===== config.mk =====
export PLATFORM = sky130hd
export DESIGN_NAME = alarm_playback_sequencer_flat
export DESIGN_NICKNAME = d
export VERILOG_FILES = /design/src/rtl/alarm_playback_sequencer_pkg.sv /design/src/rtl/alarm_playback_sequencer_if.sv /design/src/rtl/alarm_playback_sequencer_ms_event_counter.sv /design/src/rtl/alarm_playback_sequencer.sv /design/src/flat_wrapper.sv
export SDC_FILE = /design/constraint.sdc
export NUM_CORES = 1
export LEC_CHECK = 0
export CORE_MARGIN = 3
export CORE_UTILIZATION = 60
export DETAILED_ROUTE_END_ITERATION = 10
export PLACE_DENSITY_LB_ADDON = 0.1
export SKIP_CTS_REPAIR_TIMING = 1
export SYNTH_ARGS = -nofsm -noshare
export SYNTH_HDL_FRONTEND = slang
export SYNTH_HIERARCHICAL = 1
export SYNTH_SLANG_ARGS = --single-unit

===== constraint.sdc =====
create_clock -name CLOCK_50 -period 7.15 [get_ports CLOCK_50]
set_clock_uncertainty 0.1 [all_clocks]
set_input_delay 1.0725 -clock CLOCK_50 [delete_from_list [all_inputs] [get_ports CLOCK_50]]
set_output_delay 1.0725 -clock CLOCK_50 [all_outputs]
set_load 0.01 [all_outputs]

===== src/rtl/alarm_playback_sequencer_pkg.sv =====
// Shared types and constants for the alarm clip playback sequencer.
package alarm_pkg;

    typedef enum logic [2:0] {
        IDLE,
        FETCH,
        LATCH,
        WAIT,
        GAP,
        SNOOZE
    } state_e;

    localparam int SAMPLE_W    = 16;
    localparam int Q_FRAC_BITS = 14;  // samples are signed Q2.14
    localparam logic [SAMPLE_W-1:0] SILENCE = '0;

    localparam int CLK_HZ         = 50_000_000;
    localparam int SAMPLE_HZ      = 8000;
    localparam int SAMPLE_DIV_DEF = CLK_HZ / SAMPLE_HZ;

    // States in which the modulator must hear silence
    function automatic logic is_silent(input state_e s);
        return (s == IDLE) || (s == GAP) || (s == SNOOZE);
    endfunction

    function automatic logic is_playing(input state_e s);
        return (s == FETCH) || (s == LATCH) || (s == WAIT) || (s == GAP);
    endfunction

endpackage


===== src/rtl/alarm_playback_sequencer_if.sv =====
// Sample ROM read bus between the sequencer (master) and the clip ROM (slave).
interface alarm_playback_sequencer_if
    import alarm_pkg::*;
#(
    parameter int ADDR_W = 15,
    parameter int DATA_W = SAMPLE_W
);
    logic              rom_rd;
    logic [ADDR_W-1:0] rom_addr;
    logic [DATA_W-1:0] rom_data;

    modport master (output rom_rd, output rom_addr, input rom_data);
    modport slave  (input rom_rd, input rom_addr, output rom_data);
endinterface


===== src/rtl/alarm_playback_sequencer_ms_event_counter.sv =====
// Counts ms_tick pulses while enabled and pulses done on the load-th one.
module ms_event_counter
    import alarm_pkg::*;
#(
    parameter int CNT_W = 19
) (
    input  logic             clk,
    input  logic             rst,
    input  logic             clear,
    input  logic             enable,
    input  logic             tick,
    input  logic [CNT_W-1:0] load,
    output logic             done
);
    logic [CNT_W-1:0] cnt_q, cnt_d;

    // NOTE: every signal written here gets a value before any branch, so no latch is inferred.
    always_comb begin
        done  = enable && tick && (cnt_q == load - CNT_W'(1));
        cnt_d = cnt_q;
        if (clear) begin
            cnt_d = '0;
        end else if (enable && tick) begin
            cnt_d = done ? '0 : cnt_q + CNT_W'(1);
        end
    end

    // NOTE: state flops use non-blocking assignments so every flop samples pre-edge values.
    always_ff @(posedge clk or posedge rst) begin
        if (rst) begin
            cnt_q <= '0;
        end else begin
            cnt_q <= cnt_d;
        end
    end

endmodule


===== src/rtl/alarm_playback_sequencer.sv =====
// Plays the alarm clip from the sample ROM at the audio rate, with repeats,
// silent gaps, snooze and dismiss handling.
module alarm_playback_sequencer
    import alarm_pkg::*;
#(
    parameter int CLIP_LEN   = 19832,
    parameter int ADDR_W     = 15,
    parameter int DATA_W     = SAMPLE_W,
    parameter int SAMPLE_DIV = SAMPLE_DIV_DEF,
    parameter int REPEATS    = 3,
    parameter int GAP_MS     = 500,
    parameter int SNOOZE_MS  = 300000
) (
    input  logic                         CLOCK_50,
    input  logic                         reset,
    input  logic                         alarm_match,
    input  logic                         ms_tick,
    input  logic                         snooze,
    input  logic                         dismiss,
    alarm_playback_sequencer_if.master   rom,
    output logic [DATA_W-1:0]            sample_out,
    output logic                         sample_valid,
    output logic                         playing,
    output logic                         snoozed
);
    localparam int DIV_W  = $clog2(SAMPLE_DIV);
    localparam int REP_W  = $clog2(REPEATS + 1);
    localparam int MS_MAX = (GAP_MS > SNOOZE_MS) ? GAP_MS : SNOOZE_MS;
    localparam int MS_W   = $clog2(MS_MAX + 1);

    state_e            state_q, state_d;
    logic              match_q, match_d;
    logic [ADDR_W-1:0] addr_q, addr_d;
    logic [REP_W-1:0]  rep_q, rep_d;
    logic [DIV_W-1:0]  div_q, div_d;
    logic              eoc_q, eoc_d;
    logic [DATA_W-1:0] sample_q, sample_d;
    logic              pulse_q, pulse_d;

    logic              start;
    logic              latch_take;
    logic [DATA_W-1:0] sample_now;
    logic              ms_clear, ms_en, ms_done;
    logic [MS_W-1:0]   ms_load;

    assign start      = alarm_match & ~match_q;
    assign match_d    = alarm_match;
    // The ROM word is shown in LATCH itself; a concurrent snooze or dismiss discards it
    assign latch_take = (state_q == LATCH) && !snooze && !dismiss;
    assign sample_now = latch_take ? rom.rom_data : sample_q;

    assign ms_en   = (state_q == GAP) || (state_q == SNOOZE);
    assign ms_load = (state_q == SNOOZE) ? MS_W'(SNOOZE_MS) : MS_W'(GAP_MS);

    ms_event_counter #(
        .CNT_W (MS_W)
    ) u_ms_cnt (
        .clk    (CLOCK_50),
        .rst    (reset),
        .clear  (ms_clear),
        .enable (ms_en),
        .tick   (ms_tick),
        .load   (ms_load),
        .done   (ms_done)
    );

    always_comb begin
        state_d  = state_q;
        addr_d   = addr_q;
        rep_d    = rep_q;
        div_d    = div_q;
        eoc_d    = eoc_q;
        sample_d = sample_q;
        pulse_d  = 1'b0;
        ms_clear = 1'b0;

        if (dismiss) begin
            state_d  = IDLE;
            addr_d   = '0;
            rep_d    = '0;
            div_d    = '0;
            eoc_d    = 1'b0;
            ms_clear = 1'b1;
        end else if (snooze && is_playing(state_q)) begin
            state_d  = SNOOZE;
            div_d    = '0;
            eoc_d    = 1'b0;
            ms_clear = 1'b1;
        end else begin
            case (state_q)
                IDLE: begin
                    if (start) begin
                        addr_d  = '0;
                        rep_d   = '0;
                        state_d = FETCH;
                    end
                end
                FETCH: state_d = LATCH;
                LATCH: begin
                    sample_d = rom.rom_data;
                    div_d    = DIV_W'(SAMPLE_DIV - 3);
                    state_d  = WAIT;
                    if (addr_q == ADDR_W'(CLIP_LEN - 1)) begin
                        addr_d = '0;
                        rep_d  = rep_q + REP_W'(1);
                        eoc_d  = 1'b1;
                    end else begin
                        addr_d = addr_q + ADDR_W'(1);
                    end
                end
                WAIT: begin
                    if (div_q != '0) begin
                        div_d = div_q - DIV_W'(1);
                    end else if (!eoc_q) begin
                        state_d = FETCH;
                    end else begin
                        eoc_d = 1'b0;
                        if (rep_q < REP_W'(REPEATS)) begin
                            state_d  = GAP;
                            ms_clear = 1'b1;
                        end else begin
                            state_d = IDLE;
                        end
                    end
                end
                GAP: begin
                    if (ms_done) begin
                        addr_d  = '0;
                        state_d = FETCH;
                    end
                end
                SNOOZE: begin
                    if (ms_done) begin
                        rep_d   = '0;
                        addr_d  = '0;
                        state_d = FETCH;
                    end
                end
                default: state_d = IDLE;
            endcase
        end

        // Entering a silent state mutes the output, announcing it only if it was audible
        if (is_silent(state_d)) begin
            sample_d = DATA_W'(SILENCE);
            pulse_d  = (sample_now != DATA_W'(SILENCE));
        end
    end

    always_ff @(posedge CLOCK_50 or posedge reset) begin
        if (reset) begin
            state_q  <= IDLE;
            match_q  <= 1'b1;
            addr_q   <= '0;
            rep_q    <= '0;
            div_q    <= '0;
            eoc_q    <= 1'b0;
            sample_q <= DATA_W'(SILENCE);
            pulse_q  <= 1'b0;
        end else begin
            state_q  <= state_d;
            match_q  <= match_d;
            addr_q   <= addr_d;
            rep_q    <= rep_d;
            div_q    <= div_d;
            eoc_q    <= eoc_d;
            sample_q <= sample_d;
            pulse_q  <= pulse_d;
        end
    end

    assign rom.rom_rd   = (state_q == FETCH);
    assign rom.rom_addr = addr_q;
    assign sample_out   = sample_now;
    assign sample_valid = latch_take | pulse_q;
    assign playing      = is_playing(state_q);
    assign snoozed      = (state_q == SNOOZE);

endmodule

===== src/flat_wrapper.sv =====
// flat-port wrapper written by rule: the top's interface ports become plain ports
module alarm_playback_sequencer_flat import alarm_pkg::*;
#(
    parameter int CLIP_LEN   = 19832,
    parameter int ADDR_W     = 15,
    parameter int DATA_W     = SAMPLE_W,
    parameter int SAMPLE_DIV = SAMPLE_DIV_DEF,
    parameter int REPEATS    = 3,
    parameter int GAP_MS     = 500,
    parameter int SNOOZE_MS  = 300000
)
  (CLOCK_50, reset, alarm_match, ms_tick, snooze, dismiss, sample_out, sample_valid, playing, snoozed, rom_rom_rd, rom_rom_addr, rom_rom_data);
  alarm_playback_sequencer_if #(.ADDR_W(ADDR_W), .DATA_W(DATA_W)) rom_i ();
  input  logic CLOCK_50;
  input  logic reset;
  input  logic alarm_match;
  input  logic ms_tick;
  input  logic snooze;
  input  logic dismiss;
  output logic [DATA_W-1:0] sample_out;
  output logic sample_valid;
  output logic playing;
  output logic snoozed;
  output wire logic [$bits(rom_i.rom_rd)-1:0] rom_rom_rd;
  output wire logic [$bits(rom_i.rom_addr)-1:0] rom_rom_addr;
  input wire logic [$bits(rom_i.rom_data)-1:0] rom_rom_data;
  assign rom_rom_rd = rom_i.rom_rd;
  assign rom_rom_addr = rom_i.rom_addr;
  assign rom_i.rom_data = rom_rom_data;
  alarm_playback_sequencer #(.CLIP_LEN(CLIP_LEN), .ADDR_W(ADDR_W), .DATA_W(DATA_W), .SAMPLE_DIV(SAMPLE_DIV), .REPEATS(REPEATS), .GAP_MS(GAP_MS), .SNOOZE_MS(SNOOZE_MS)) u_core (.CLOCK_50(CLOCK_50), .reset(reset), .alarm_match(alarm_match), .ms_tick(ms_tick), .snooze(snooze), .dismiss(dismiss), .rom(rom_i), .sample_out(sample_out), .sample_valid(sample_valid), .playing(playing), .snoozed(snoozed));
endmodule

==> results.yml <==
clock_tree:
  numCtsBuffers: 9
  tritoncts: "yes"
  clkSinkCount: 71
  ctsLongestPathBuffers: 2
  cts_root_buffer: "clkbuf_8"
  clk_pin_slew_ns: 0.08
  cts_max_level: 3
  clk-insertion-delay-late_ns: 0.34
power_and_ir_drop:
  pwr-share-seq_pct: 46.7
  p_switching_mw: 0.294
  comb_power_share_pct: 21.3
  p_clk_share_pct: 32.0
  leakage_nw: 2.42
  power_per_cell_area_nw_per_um2: 166
  p_total_mw: 0.952
  intPower_mw: 0.658
  swShare_pct: 30.9
  ir_worst_vdd_mv: 0.100
global_routing:
  grt_max_degree: 53
  grt_usage_pct: 26.6
  overflow: 0
  grt_util_met2_pct: 42.6
  grt_pass1_wl_mm: 19.1
  grt_use_met3_pct: 4.66
  grt_pass1_vias: 4163
  gr-max-usage-layer: "met2"
  use_met1_pct: 36.6
  antenna_found_initial: 0
setup_path:
  worstPathCellList: "nor2b_1, nand2_1, inv_1, xor2_1, nor4b_1, or3_1, nand4_1, nor3_1, a21boi_0, a221oi_2, a21bo_4, a21boi_0"
  r2r-end: "u_core/sample_q[4]"
  reg2reg_from: "u_core/state_q[2]"
  worst-path-buf-inv: 1
  crit_type: "flop to flop"
  end_kind: "flop"
  rrSetupSlack_ns: 2.15
  start_kind: "flop"
  ff2ff_path_depth: 12
  critical_path_arrival_ns: 5.14
  critPathMaxStageDelay_ns: 0.66
  cp_top_family: "simple AND/OR/NAND/NOR gates"
  critPathSlowestCell: "dfrtp_1"
  worstPathRequired_ns: 7.29
  critPathMaxFanout: 17
  worst_path_most_repeated_cell: "a21boi_0"
yosys:
  yosys-top-cells-count: "dfrtp_1, nor2_1, nand2_1"
  syn_area_um2: 4770
  synth_edf_count: 0
  synth_top_family_by_area: "simple AND/OR/NAND/NOR gates"
  synthSimpleGateAreaFrac_pct: 24.8
  yosysUniqueCellTypes: 79
  synthArstFlopShare_pct: 100
  synthCells: 512
  synth_top_cells_by_area: "dfrtp_1, nor2_1, xnor2_1"
  yosysTopAreaCell: "dfrtp_1"
  syn_avg_cell_area_um2: 9.33
  ys_seq_area_share_pct: 37.2
  synth-xor-area-share_pct: 7.70
  yosys.area.top_type_share_pct: 36.7
  synth_ff_type: "dfrtp_1"
  synth-seq-cells: 71
  ys_warn_count: 6
  synth-compound-area-share_pct: 20.1
  yosysMostFrequentCell: "dfrtp_1"
  muxShareOfSynthArea_pct: 4.43
  synth_adder_area_share_pct: 1.57
timing:
  rsz0062_at_grt: "no"
  finalSetupViolCount: 0
  period_share_pct: 69.9
  worst_slew_pin_slew_ns: 0.891
  period_needed_ns: 5.00
  tns_ns: 0
  fmax_mhz: 200
  finalWorstSetupSlack_ns: 2.15
  hold_slack_ns: 0.402
  max-slew-margin-rel_pct: 40.6
  drv_slew: 0
  hold_viol_final: 0
run_status:
  status: "finished, final reports clean"
cells_and_area:
  utilization_pct: 76.5
  fill_cells: 535
  drive_gt1_share_pct: 10.1
  syn_to_final_growth_pct: 19.9
  nNetsFinal: 646
  stdcell_area_um2: 5730
  fin_cells: 721
  n_antenna_cell: 0
place:
  dp_hpwl_mm: 8.08
  place_congestion: 0.868
  dp_slack_ns: 2.15
  placed_area_um2: 5550
  port_buffers: 56
  dp_cells: 706
route:
  drcViolationCount: 0
  avgViaCountPerCell: 5.83
  ant_nets: 0
  wl_per_cell_um: 15.7
  drt_iter0_drc: 299
  firstDrtPassIters: 5
  totalWireLength_mm: 11.3
  dr_total_vias: 4203
floorplan:
  num_rows: 31
  io_pins: 57
  die-area_um2: 9060
  start_util_pct: 63.8
  die_h_um: 95.2
  core_um2: 7490
  fp.dieW_um: 95.2
worst_hold_path:
  holdPathEnd: "u_core/rep_q[0]"
  hold_depth: 1
  hp-class: "flop to flop"
  holdCritStartpoint: "u_core/rep_q[0]"
run:
  cap_violations: 0
==> worst max-delay path by stage <==
stage,cells after the start,slack [ns],from,to
after floorplan,16,3.25,u_core/state_q[1],u_core/pulse_q
after global placement,5,2.25,dismiss,sample_out[0]
after detailed placement,5,2.15,dismiss,sample_out[2]
after CTS,5,2.15,dismiss,sample_out[2]
after global routing,12,1.69,u_core/state_q[2],u_core/sample_q[4]
final,12,2.15,u_core/state_q[2],u_core/sample_q[4]
==> per-layer routing <==
metal,share of wire (%),wire length [um]
met5,0,0
met2,48,5380
met4,1.5,166
met3,4.8,537
met1,46,5200
==> state kept, by name (all words and copies together), names as in the netlist <==
signal,flops
u_core/div_q,13
u_core/eoc_q,1
u_core/match_q,1
u_core/pulse_q,1
u_core/rep_q,2
u_core/rom.rom_addr,15
u_core/sample_q,16
u_core/state_q,3
u_core/u_ms_cnt/cnt_q,19
==> power groups by stage <==
stage          registers (mW)  clock network [mW]  logic [mW]
2_1_floorplan           0.441                   0       0.161
3_3_place_gp            0.450                   0       0.195
3_5_place_dp            0.452                   0       0.199
4_1_cts                 0.444               0.311       0.201
5_1_grt                 0.447               0.330       0.226
6_report                0.445               0.305       0.203
==> worst reg2reg max path: stages, from the launching register on <==
cell	delay [ns]
dfrtp_1	0.66
nor2b_1	0.52
nand2_1	0.46
inv_1	0.58
xor2_1	0.24
nor4b_1	0.33
or3_1	0.16
nand4_1	0.17
nor3_1	0.58
a21boi_0	0.25
a221oi_2	0.26
a21bo_4	0.35
a21boi_0	0.24
==> final cells by class <==
type / instances / area [um2] / area share (%)
multi-input combinational: 463 / 3010 / 52.6
sequential: 71 / 1780 / 31.0
timing repair buffer: 58 / 576 / 10.1
clock buffer: 11 / 131 / 2.29
tap: 99 / 124 / 2.16
inverter: 15 / 56.3 / 0.983
clock inverter: 4 / 47.5 / 0.830
==> cells by family (layout without fill, tap and decap cells) <==
group                      after synthesis  count (layout)
xor gates and xnor gates                42              42
DFF                                     71              71
other                                    2              58
AOI/OAI and AO/OA                      123             123
adders and majority gates                6               6
muxes                                   19              19
buffers and inverters                   34              88
and+or+nand+nor                        215             215
==> layout by cell type, fill, tap and decap left out, drive strengths merged, types with 4 or more instances in the layout <==
cell / n
a21boi: 19
a21oi: 18
a22o: 6
a31oi: 4
and3: 13
clkbuf: 11
clkdlybuf4s50: 56
conb: 58
dfrtp: 70
ha: 6
inv: 15
mux2: 17
nand2: 35
nand2b: 5
nand3: 18
nand3b: 4
nand4: 10
nor2: 54
nor2b: 6
nor3: 19
nor4: 20
nor4b: 7
o211ai: 4
o21a: 6
o21ai: 26
o31ai: 8
or3: 8
xnor2: 22
xor2: 20
Power figures use the tool's default switching activity.
